## config.mk

```make
export PLATFORM = sky130hd
export DESIGN_NAME = ula_core
export DESIGN_NICKNAME = d
export VERILOG_FILES = /design/src/rtl/ula_pkg.sv /design/src/rtl/ula_addsub.sv /design/src/rtl/ula_core.sv
export SDC_FILE = /design/constraint.sdc
export NUM_CORES = 1
export LEC_CHECK = 0
export CAP_MARGIN = 20
export CORE_MARGIN = 2
export CORE_UTILIZATION = 48
export CTS_BUF_LIST = sky130_fd_sc_hd__clkbuf_8
export CTS_CLUSTER_SIZE = 8
export DETAILED_ROUTE_END_ITERATION = 8
export GPL_ROUTABILITY_DRIVEN = 0
export PLACE_DENSITY = 0.84
export SLEW_MARGIN = 20
export SYNTH_ARGS = -nofsm -noshare
export SYNTH_HDL_FRONTEND = slang
export SYNTH_HIERARCHICAL = 1
export SYNTH_SLANG_ARGS = --single-unit
```

## constraint.sdc

```tcl
create_clock -name clk -period 5.5 [get_ports clk]
set_input_delay 0.825 -clock clk [delete_from_list [all_inputs] [get_ports clk]]
set_output_delay 0.825 -clock clk [all_outputs]
set_load 0.1 [all_outputs]
```

## src/rtl/ula_pkg.sv

```systemverilog
// ula_pkg: shared opcode, flag-index and width definitions for the ULA
package ula_pkg;
  localparam int WIDTH_DEFAULT = 32;
  typedef enum logic [1:0] {OP_ADD = 2'b00, OP_SUB = 2'b01, OP_AND = 2'b10, OP_OR = 2'b11} ula_op_e;
  localparam int FLG_N = 3;
  localparam int FLG_Z = 2;
  localparam int FLG_C = 1;
  localparam int FLG_V = 0;
endpackage

```

## src/rtl/ula_addsub.sv

```systemverilog
// ula_addsub: single shared adder; subtraction as a + ~b + 1
module ula_addsub #(
  parameter int WIDTH = 32
) (
  input  logic [WIDTH-1:0] a,
  input  logic [WIDTH-1:0] b,
  input  logic             sub,
  output logic [WIDTH-1:0] sum,
  output logic             cout,
  output logic             ovf
);
  logic [WIDTH-1:0] bx;
  assign bx = sub ? ~b : b;
  assign {cout, sum} = {1'b0, a} + {1'b0, bx} + {{WIDTH{1'b0}}, sub};
  // comparing against the inverted operand covers both the ADD and SUB overflow rules
  assign ovf = (a[WIDTH-1] == bx[WIDTH-1]) && (sum[WIDTH-1] != a[WIDTH-1]);
endmodule

```

## src/rtl/ula_core.sv

```systemverilog
// ula_core: 32-bit ADD/SUB/AND/OR unit with combinational result and registered result/flags
module ula_core
  import ula_pkg::*;
#(
  parameter int WIDTH = WIDTH_DEFAULT
) (
  input  logic             clk,
  input  logic             rst,
  input  logic [1:0]       op,
  input  logic [WIDTH-1:0] a,
  input  logic [WIDTH-1:0] b,
  output logic [WIDTH-1:0] result,
  output logic [WIDTH-1:0] result_q,
  output logic [3:0]       flags_q
);
  ula_op_e          op_e;
  logic [WIDTH-1:0] sum;
  logic             cout, ovf, arith;
  logic [3:0]       flags;
  assign op_e  = ula_op_e'(op);
  assign arith = (op_e == OP_ADD) || (op_e == OP_SUB);
  ula_addsub #(.WIDTH(WIDTH)) u_addsub (
    .a(a), .b(b), .sub(op_e == OP_SUB), .sum(sum), .cout(cout), .ovf(ovf)
  );
  always_comb begin
    result = (op_e == OP_AND) ? (a & b) : (op_e == OP_OR) ? (a | b) : sum;
    flags = 4'b0000;
    flags[FLG_N] = result[WIDTH-1];
    flags[FLG_Z] = (result == '0);
    flags[FLG_C] = arith & cout;
    flags[FLG_V] = arith & ovf;
  end
  always_ff @(posedge clk or posedge rst) begin
    if (rst) begin
      result_q <= '0;
      flags_q  <= 4'b0000;
    end else begin
      result_q <= result;
      flags_q  <= flags;
    end
  end
endmodule

```

==> reports/qor.yml, run 1 <==
die_w_um: 95.53
routedWlPerCell_um: 18.18
antenna_cells: 0
path_buf_inv: 4
crit_family: "compound AO/OA/AOI/OAI gates"
required_ns: 4.68
p_per_area_nw_per_um2: 366.9
grt_pass1_vias: 4044
hold_path.class: "in2async"
die_h_um: 95.53
cts_sinks: 35
hold_viol: 0
leakage_nw: 2.593
slowest_stage: "o311ai_4"
drive_above_1_share_pct: 14.93
crit_chain: "buf_2 > nor2b_4 > buf_12 > xor2_1 > ha_1 > nand2b_1 > a21oi_2 > o311ai_4 > nand2b_1 > and2_1 > a21boi_0 > xnor2_1 > inv_1 > o22ai_2 > buf_12"
hpwl_um: 10730
cts_tree: "built"
path_class: "in2out"
ys_top_cells_by_area: "dfrtp_1 22%, ha_1 9.6%, xor2_1 9.4%"
io-pin-count: 136
antenna_found_initial: 0
clock_path_buffers: 2
drt_iter0_markers: 408
avgSynthCellArea_um2: 7.932
ys_warn_count: 6
core_area_um2: 8175
drc_errors: 0
start_util_pct: 49.19
critPathCaptureType: "primary output"
tightest_slew_ns: 1.008
cts_made_buffers: 5
fillers: 578
final_cell_mix: "102 x clkdlybuf4s50_1, 58 x a21oi_1, 43 x xor2_1, 41 x inv_1"
setup_viol_count_final: 0
tns_ns: 0
maxCapViolations: 0
synthDistinctLibCells: 60
cp.depth: 15
critPathMaxStageDelay_ns: 0.40
ys_ff_latch: 35
synth_top_area_share_pct: 21.78
fp-row-count: 33
startpoint_type: "primary input"
rsz0062_at_grt: "false"
grt.overflow.total: 0
cts-root-buf: "clkbuf_8"
slew_violations: 0
synth-edff-count: 0
status: "completed"
layout_commonest_cell: "clkdlybuf4s50_1"
via_per_inst: 6.126
antenna_left: 0
min_period_over_period_pct: 92.96
ctsHoldBuffers: 0
synth_cells: 507
synth_area_um2: 4021
fin_util_pct: 72.25
slew_headroom_pct: 32.57
nets: 722
power_mw: 2.167
stdcell_area_um2: 5907
wirelength_um: 13240
vias: 4460
cts_setup_buffers: 0
portBuffers: 135
dieArea_um2: 9126
yosysTopAreaCell: "dfrtp_1"
syn2layout_area_growth_pct: 46.89
cts_resized: 0
cts.clk_slew.worst_paths_ns: 0.07
peakVddDrop_uv: 167.3
grt_pass1_wl_um: 20670
syn_nets: 607
grt_max_degree: 67
synth_flop_cell: "dfrtp_1"
yosysSeqAreaShare_pct: 21.78
fmax_mhz: 195.6
drtPass1Iterations: 5
placed_area_um2: 5807
cts_htree_levels: 2
layout_min_cycle_time_ns: 5.113
cp.arrival_ns: 4.29
grt_usage_pct: 28.61
crit_path_max_fanout: 22
async_flop_share_pct: 100.0
-- final cells by class --
class	instances	area [um2]	area share [%]
multi-input cells	401	2955	50.03
flip-flops and latches	35	875.8	14.83
repair buffers	139	1694	28.68
inverters	40	150.1	2.542
clock buffers	7	96.34	1.631
clock inverters	1	3.754	0.06355
well taps	105	131.4	2.224
-- registers in the layout, summed over array words and instances, names as in the netlist --
register,count
result_q,31
flags_q,4
-- cells by family after synthesis --
kind of cell	after synthesis	synth area share (%)
AOI/OAI and AO/OA	206	33.35
and+or+nand+nor	103	13.22
buffers and inverters	71	8.183
xor gates and xnor gates	57	12.41
DFF	35	21.78
adders and majority gates	32	10.14
muxes	3	0.9022
-- cells in the mapped netlist (2+ instances only) --
| library cell | n |
|---|---|
| a311oi_1 | 2 |
| and2_1 | 5 |
| nand4_1 | 9 |
| ha_1 | 31 |
| o21bai_2 | 2 |
| dfrtp_1 | 35 |
| buf_6 | 5 |
| nand2b_1 | 7 |
| nor2_1 | 21 |
| o21ai_2 | 2 |
| inv_1 | 40 |
| nand2_1 | 20 |
| o21ai_1 | 20 |
| a211o_1 | 3 |
| or3_1 | 2 |
| nand3_1 | 10 |
| a21oi_2 | 10 |
| o21bai_1 | 2 |
| o21ai_0 | 35 |
| and3_1 | 2 |
| a2111oi_0 | 2 |
| xor2_1 | 43 |
| nor2b_1 | 8 |
| xnor2_1 | 14 |
| nor2_2 | 2 |
| clkbuf_1 | 14 |
| buf_4 | 4 |
| a21o_1 | 12 |
| o21a_1 | 3 |
| nor3_1 | 3 |
| nor4_1 | 11 |
| o22ai_1 | 35 |
| buf_2 | 8 |
| a211oi_1 | 2 |
| a21oi_1 | 58 |
-- final timing paths --
path                       start                     end  slack [ns]
max in group asynchronous    rst   result_q[4]$_DFF_PP0_        4.28
min in group clk           op[1]    flags_q[0]$_DFF_PP0_        1.26
min                          rst  result_q[17]$_DFF_PP0_        0.93
max                        op[1]              result[22]        0.39
-- per-layer routing --
layer / part of all wire, % / up-vias / track usage [%]
met4: 1.9 / 0 / 7.976
met3: 7.2 / 22 / 3.241
met1: 43 / 2123 / 39.58
met2: 47 / 231 / 47.09
li1: - / 2084 / -
met5: 0 / - / 0
-- per-stage QoR --
step / worst slack [ns] / std cells / hold slack [ns]
2_1_floorplan: 0.04786 / 507 / 0.9793
3_3_place_gp: 0.5564 / 720 / 1.237
3_5_place_dp: 0.4835 / 720 / 1.240
4_1_cts: 0.4739 / 728 / 0.9446
5_1_grt: 0.1745 / 728 / 0.9911
6_report: 0.3875 / 728 / 0.9299
-- where the power goes --
part,switching (mW),internal [mW]
sequential,0.0127,0.303
combinational,1.15,0.505
clock,0.0868,0.112
Power figures use the tool's default switching activity.
==> inputs of run 2 (changes only) <==
--- a/config.mk
+++ b/config.mk
@@ -7,12 +7,11 @@
 export LEC_CHECK = 0
 export CAP_MARGIN = 20
 export CORE_MARGIN = 2
-export CORE_UTILIZATION = 48
+export CORE_UTILIZATION = 30
 export CTS_BUF_LIST = sky130_fd_sc_hd__clkbuf_8
 export CTS_CLUSTER_SIZE = 8
 export DETAILED_ROUTE_END_ITERATION = 8
 export GPL_ROUTABILITY_DRIVEN = 0
-export PLACE_DENSITY = 0.84
 export SLEW_MARGIN = 20
 export SYNTH_ARGS = -nofsm -noshare
 export SYNTH_HDL_FRONTEND = slang
==> reports/qor.yml, run 2 (synthesis gave the netlist of run 1 again) <==
fillers: 1243  # +120%
grt_pass1_wl_um: 21790  # +5.4%
cts_tree: "built"
min_period_over_period_pct: 92.82  # -0.14 points
leakage_nw: 2.579  # -0.54%
syn2layout_area_growth_pct: 48.76
grt_pass1_vias: 4043  # -0.025%
die_h_um: 119.8  # +25%
maxCapViolations: 0  # unchanged
cts_made_buffers: 5  # unchanged
drc_errors: 0  # unchanged
critPathMaxStageDelay_ns: 0.51  # +0.11 ns
grt_max_degree: 67  # unchanged
crit_path_max_fanout: 4  # -82%
clkPwrFrac_pct: 8.6  # -0.6 points
switching_share_pct: 58.31  # +0.79 points
largest_reg_flops: 31  # unchanged
layout_commonest_cell: "clkdlybuf4s50_1"
critPathCaptureType: "primary output"
wirelength_um: 13710  # +3.6%
hpwl_um: 11290  # +5.3%
antenna_left: 0  # unchanged
io-pin-count: 136  # unchanged
die_w_um: 119.8  # +25%
slew_violations: 0  # unchanged
setup_viol_count_final: 0  # unchanged
ctsHoldBuffers: 0  # unchanged
cts_setup_buffers: 0  # unchanged
status: "completed"
start_util_pct: 30.49  # -19 points
crit_chain: "clkdlybuf4s50_1 > xor2_1 > inv_1 > fa_1 > nand2b_1 > a21oi_2 > o311ai_4 > o41ai_2 > a21oi_2 > a21oi_1 > xor2_1 > inv_1 > o22ai_2 > buf_12"
peakVddDrop_uv: 112.7  # -33%
grt.overflow.total: 0  # unchanged
drt_iter0_markers: 350  # -14%
cts_sinks: 35  # unchanged
final_cell_mix: "102 x clkdlybuf4s50_1, 58 x a21oi_1, 43 x xor2_1, 40 x inv_1"
cts_resized: 0  # unchanged
fp-row-count: 42  # +27%
dp_slack_ns: 0.4650  # -0.01846 ns
dieArea_um2: 14350  # +57%
cts.clk_slew.worst_paths_ns: 0.07  # about the same
slew_headroom_pct: 33.33  # +0.76 points
cts_htree_levels: 2  # unchanged
core_area_um2: 13190  # +61%
fin_ws_ns: 0.3951  # +0.007661 ns
required_ns: 4.68  # about the same
path_class: "in2out"
drtPass1Iterations: 5  # unchanged
p_per_area_nw_per_um2: 359.0  # -2.2%
cp.arrival_ns: 4.28  # about the same
slowest_stage: "clkdlybuf4s50_1"
antenna_found_initial: 1  # +1
drive_above_1_share_pct: 15.22  # +0.30 points
tns_ns: 0  # unchanged
combPwrFrac_pct: 76.7  # +0.5 points
largestRegisters: "result_q x31, flags_q x4"
vias: 4202  # -5.8%
stdcell_area_um2: 5982  # +1.3%
rsz0062_at_grt: "false"
grt_usage_pct: 18.97  # -9.6 points
placed_area_um2: 5891  # +1.4%
clock_path_buffers: 2  # unchanged
layout_min_cycle_time_ns: 5.105  # -0.007661 ns
startpoint_type: "primary input"
cts-root-buf: "clkbuf_8"
nets: 723  # +0.14%
routedWlPerCell_um: 17.11  # -5.9%
internal_power_mw: 0.8954  # -2.8%
via_per_inst: 5.246  # -14%
hold_path.class: "in2async"
top_register: "result_q"
pwr-share-seq_pct: 14.7  # about the same
hold_viol: 0  # unchanged
switching_power_mw: 1.252  # +0.44%
tightest_slew_ns: 0.9969  # -0.01135 ns
fmax_mhz: 195.9  # +0.15%
portBuffers: 135  # unchanged
-- run 2: cell types whose count changed in the layout (fill, tap and decap cells not counted) --
cell / delta
buf_12: -1
buf_4: +2
clkbuf_8: -2
clkinv_2: +1
clkinvlp_4: +2
inv_1: -1
diode_2: +1
-- run 2: metal layers --
metal	up-vias	wire, um	track usage (%)
met5	-	0	0
met4	0	353	6.471
met1	1973	6607	27.78
met2	125	6215	28.96
li1	2080	-	-
met3	24	530	1.996
-- run 2: critical path: cells and delay by family --
kind,cells,cell delay [ns]
AND/OR/NAND/NOR,1,0.20
buffers and inverters,4,0.89
AO/OA/AOI/OAI,6,1.55
XOR/XNOR,2,0.40
adder cells (fa/ha/maj),1,0.42
-- run 2: through the flow --
stage	power, mW	hold slack, ns	instances	util (%)
4_1_cts	2.154	0.9240	800	45.33
6_report	2.148	0.9287	801	45.35
2_1_floorplan	1.479	0.9793	507	-
5_1_grt	2.245	0.9904	801	45.35
3_3_place_gp	1.953	1.248	792	44.66
3_5_place_dp	1.964	1.250	792	44.66
-- run 2: worst paths after layout --
kind / start / to / slack [ns]
max in group asynchronous: rst / flags_q[0]$_DFF_PP0_ / 4.27
min in group clk: op[1] / flags_q[0]$_DFF_PP0_ / 1.23
worst min-delay path: rst / flags_q[2]$_DFF_PP0_ / 0.93
worst max-delay path: b[1] / result[30] / 0.40
-- run 2: power by group through the flow --
stage	clock network, mW	registers [mW]	logic (mW)
2_1_floorplan	0	0.664	0.814
3_3_place_gp	0	0.320	1.63
3_5_place_dp	0	0.321	1.64
4_1_cts	0.191	0.316	1.65
5_1_grt	0.202	0.321	1.72
6_report	0.184	0.315	1.65
-- run 2: cell type report --
class | instances | area (um2) | share of cell area, %
clock inverters | 3 | 20.02 | 0.3347
clock buffers | 5 | 68.82 | 1.150
inverters | 40 | 150.1 | 2.510
flip-flops and latches | 35 | 875.8 | 14.64
diodes | 1 | 2.502 | 0.04183
well taps | 176 | 220.2 | 3.681
multi-input cells | 401 | 2955 | 49.40
repair buffers | 140 | 1689 | 28.24
==> inputs of run 3 (changes only) <==
--- a/config.mk
+++ b/config.mk
@@ -6,12 +6,15 @@
 export NUM_CORES = 1
 export LEC_CHECK = 0
 export CAP_MARGIN = 20
+export CELL_PAD_IN_SITES_DETAIL_PLACEMENT = 1
+export CELL_PAD_IN_SITES_GLOBAL_PLACEMENT = 1
 export CORE_MARGIN = 2
 export CORE_UTILIZATION = 30
 export CTS_BUF_LIST = sky130_fd_sc_hd__clkbuf_8
 export CTS_CLUSTER_SIZE = 8
 export DETAILED_ROUTE_END_ITERATION = 8
 export GPL_ROUTABILITY_DRIVEN = 0
+export PLACE_DENSITY_LB_ADDON = 0.1
 export SLEW_MARGIN = 20
 export SYNTH_ARGS = -nofsm -noshare
 export SYNTH_HDL_FRONTEND = slang
==> reports/qor.yml, run 3 (synthesis gave the netlist of run 1 again) <==
hold_viol: 0  # unchanged
drive_above_1_share_pct: 14.90  # -0.32 points
hold_slack_ns: 0.9426  # +0.01390 ns
combPwrFrac_pct: 76.2  # -0.5 points
setup_viol_count_final: 0  # unchanged
top_register: "result_q"
pwr-share-seq_pct: 14.7  # about the same
power_mw: 2.155  # +0.36%
cts-root-buf: "clkbuf_8"
layout_min_cycle_time_ns: 5.137  # +0.03248 ns
min_period_over_period_pct: 93.41  # +0.59 points
use_met2_pct: 35.18  # +6.2 points
startpoint_type: "primary input"
cts_made_buffers: 5  # unchanged
p_per_area_nw_per_um2: 363.2  # +1.2%
routedWlPerCell_um: 18.44  # +7.8%
status: "completed"
rsz0062_at_grt: "false"
final_cell_mix: "102 x clkdlybuf4s50_1, 58 x a21oi_1, 43 x xor2_1, 42 x inv_1"
drt_iter0_markers: 149  # -57%
internal_power_mw: 0.8833  # -1.4%
tightest_slew_ns: 1.066  # +0.06907 ns
hold_path.class: "in2async"
maxCapViolations: 0  # unchanged
fmax_mhz: 194.7  # -0.63%
switching_share_pct: 59.02  # +0.71 points
wirelength_um: 14750  # +7.6%
ctsHoldBuffers: 0  # unchanged
fp-row-count: 42  # unchanged
grt.busiest_layer: "met2"
antenna_found_initial: 0  # -1
cts_setup_buffers: 0  # unchanged
cts_resized: 0  # unchanged
die_w_um: 119.8  # unchanged
fillers: 1551  # +25%
crit_path_max_fanout: 4  # unchanged
peakVddDrop_uv: 135.1  # +20%
met3_usage_pct: 2.567  # +0.57 points
final_cells: 800  # -0.12%
nets: 723  # unchanged
placedCellCount: 792  # unchanged
slew_headroom_pct: 28.71  # -4.6 points
drtPass1Iterations: 4  # -1
largest_reg_flops: 31  # unchanged
leakage_nw: 2.576  # about the same
antenna_cells: 0  # -1
die_h_um: 119.8  # unchanged
cts_htree_levels: 2  # unchanged
grt_pass1_wl_um: 24220  # +11%
fin_util_pct: 44.99  # -0.36 points
portBuffers: 135  # unchanged
grt_max_degree: 67  # unchanged
required_ns: 4.68  # about the same
cts_tree: "built"
core_area_um2: 13190  # unchanged
syn2layout_area_growth_pct: 47.57
cp.arrival_ns: 4.31  # +0.03 ns
dieArea_um2: 14350  # unchanged
largestRegisters: "result_q x31, flags_q x4"
grt_pass1_vias: 4427  # +9.5%
layout_commonest_cell: "clkdlybuf4s50_1"
cts.clk_slew.worst_paths_ns: 0.08  # about the same
critPathCaptureType: "primary output"
drc_errors: 0  # unchanged
path_class: "in2out"
antenna_left: 0  # unchanged
tns_ns: 0  # unchanged
hpwl_um: 11890  # +5.3%
slew_violations: 0  # unchanged
grt.overflow.total: 0  # unchanged
grt_usage_pct: 20.97  # +2.0 points
clock_path_buffers: 2  # unchanged
vias: 4257  # +1.3%
clkPwrFrac_pct: 9.1  # +0.5 points
io-pin-count: 136  # unchanged
switching_power_mw: 1.272  # +1.6%
grt_util_met1_pct: 29.13  # +1.3 points
start_util_pct: 30.49  # unchanged
via_per_inst: 5.321  # +1.4%
cts_sinks: 35  # unchanged
## run 3: cell types whose count changed in the layout (fill, tap and decap cells not counted), sizes merged
cell      previous run  this run
diode                1         0
clkinvlp             2         0
inv                 40        42
## run 3: per-layer routing
layer  up-vias  part of all wire [%]
met1      2083                    48
met4         0                   1.1
li1       2063                     -
met2        96                    48
met3        15                   3.5
met5         -                     0
## run 3: critical path, cell delays in order
cell	delay, ns
clkdlybuf4s50_1	0.53
xor2_1	0.23
inv_1	0.09
fa_1	0.42
nand2b_1	0.20
a21oi_2	0.27
o311ai_4	0.17
o41ai_2	0.49
nand3_1	0.19
a21oi_1	0.22
o21a_1	0.15
inv_1	0.05
o22ai_2	0.25
buf_12	0.22
## run 3: final timing paths
kind	cells after the start	slack (ns)	start	endpoint
min in group clk	3	1.23	op[1]	flags_q[0]$_DFF_PP0_
max in group asynchronous	3	4.22	rst	result_q[24]$_DFF_PP0_
setup / recovery	14	0.36	b[1]	result[24]
hold / removal	3	0.94	rst	result_q[1]$_DFF_PP0_
## run 3: power groups by stage
stage               clock (mW)  combinational (mW)  sequential, mW
floorplan                    0               0.814           0.664
global placement             0                1.63           0.322
detailed placement           0                1.64           0.323
CTS                      0.201                1.65           0.318
global route             0.209                1.73           0.323
finish                   0.195                1.64           0.317
## run 3: metrics by stage
stage          worst slack (ns)  cell area, um2
6_report                 0.3626            5934
3_5_place_dp             0.3965            5853
4_1_cts                  0.3423            5934
2_1_floorplan           0.04786            4153
3_3_place_gp             0.5125            5853
5_1_grt                  0.1279            5934
## run 3: cell type report
| class | instances | area, um2 | share of cell area (%) |
|---|---|---|---|
| Clock buffer | 5 | 68.82 | 1.160 |
| Inverter | 40 | 150.1 | 2.530 |
| Tap cell | 176 | 220.2 | 3.711 |
| Timing Repair Buffer | 140 | 1652 | 27.83 |
| Multi-Input combinational cell | 401 | 2955 | 49.80 |
| Sequential cell | 35 | 875.8 | 14.76 |
| Clock inverter | 3 | 12.51 | 0.2108 |
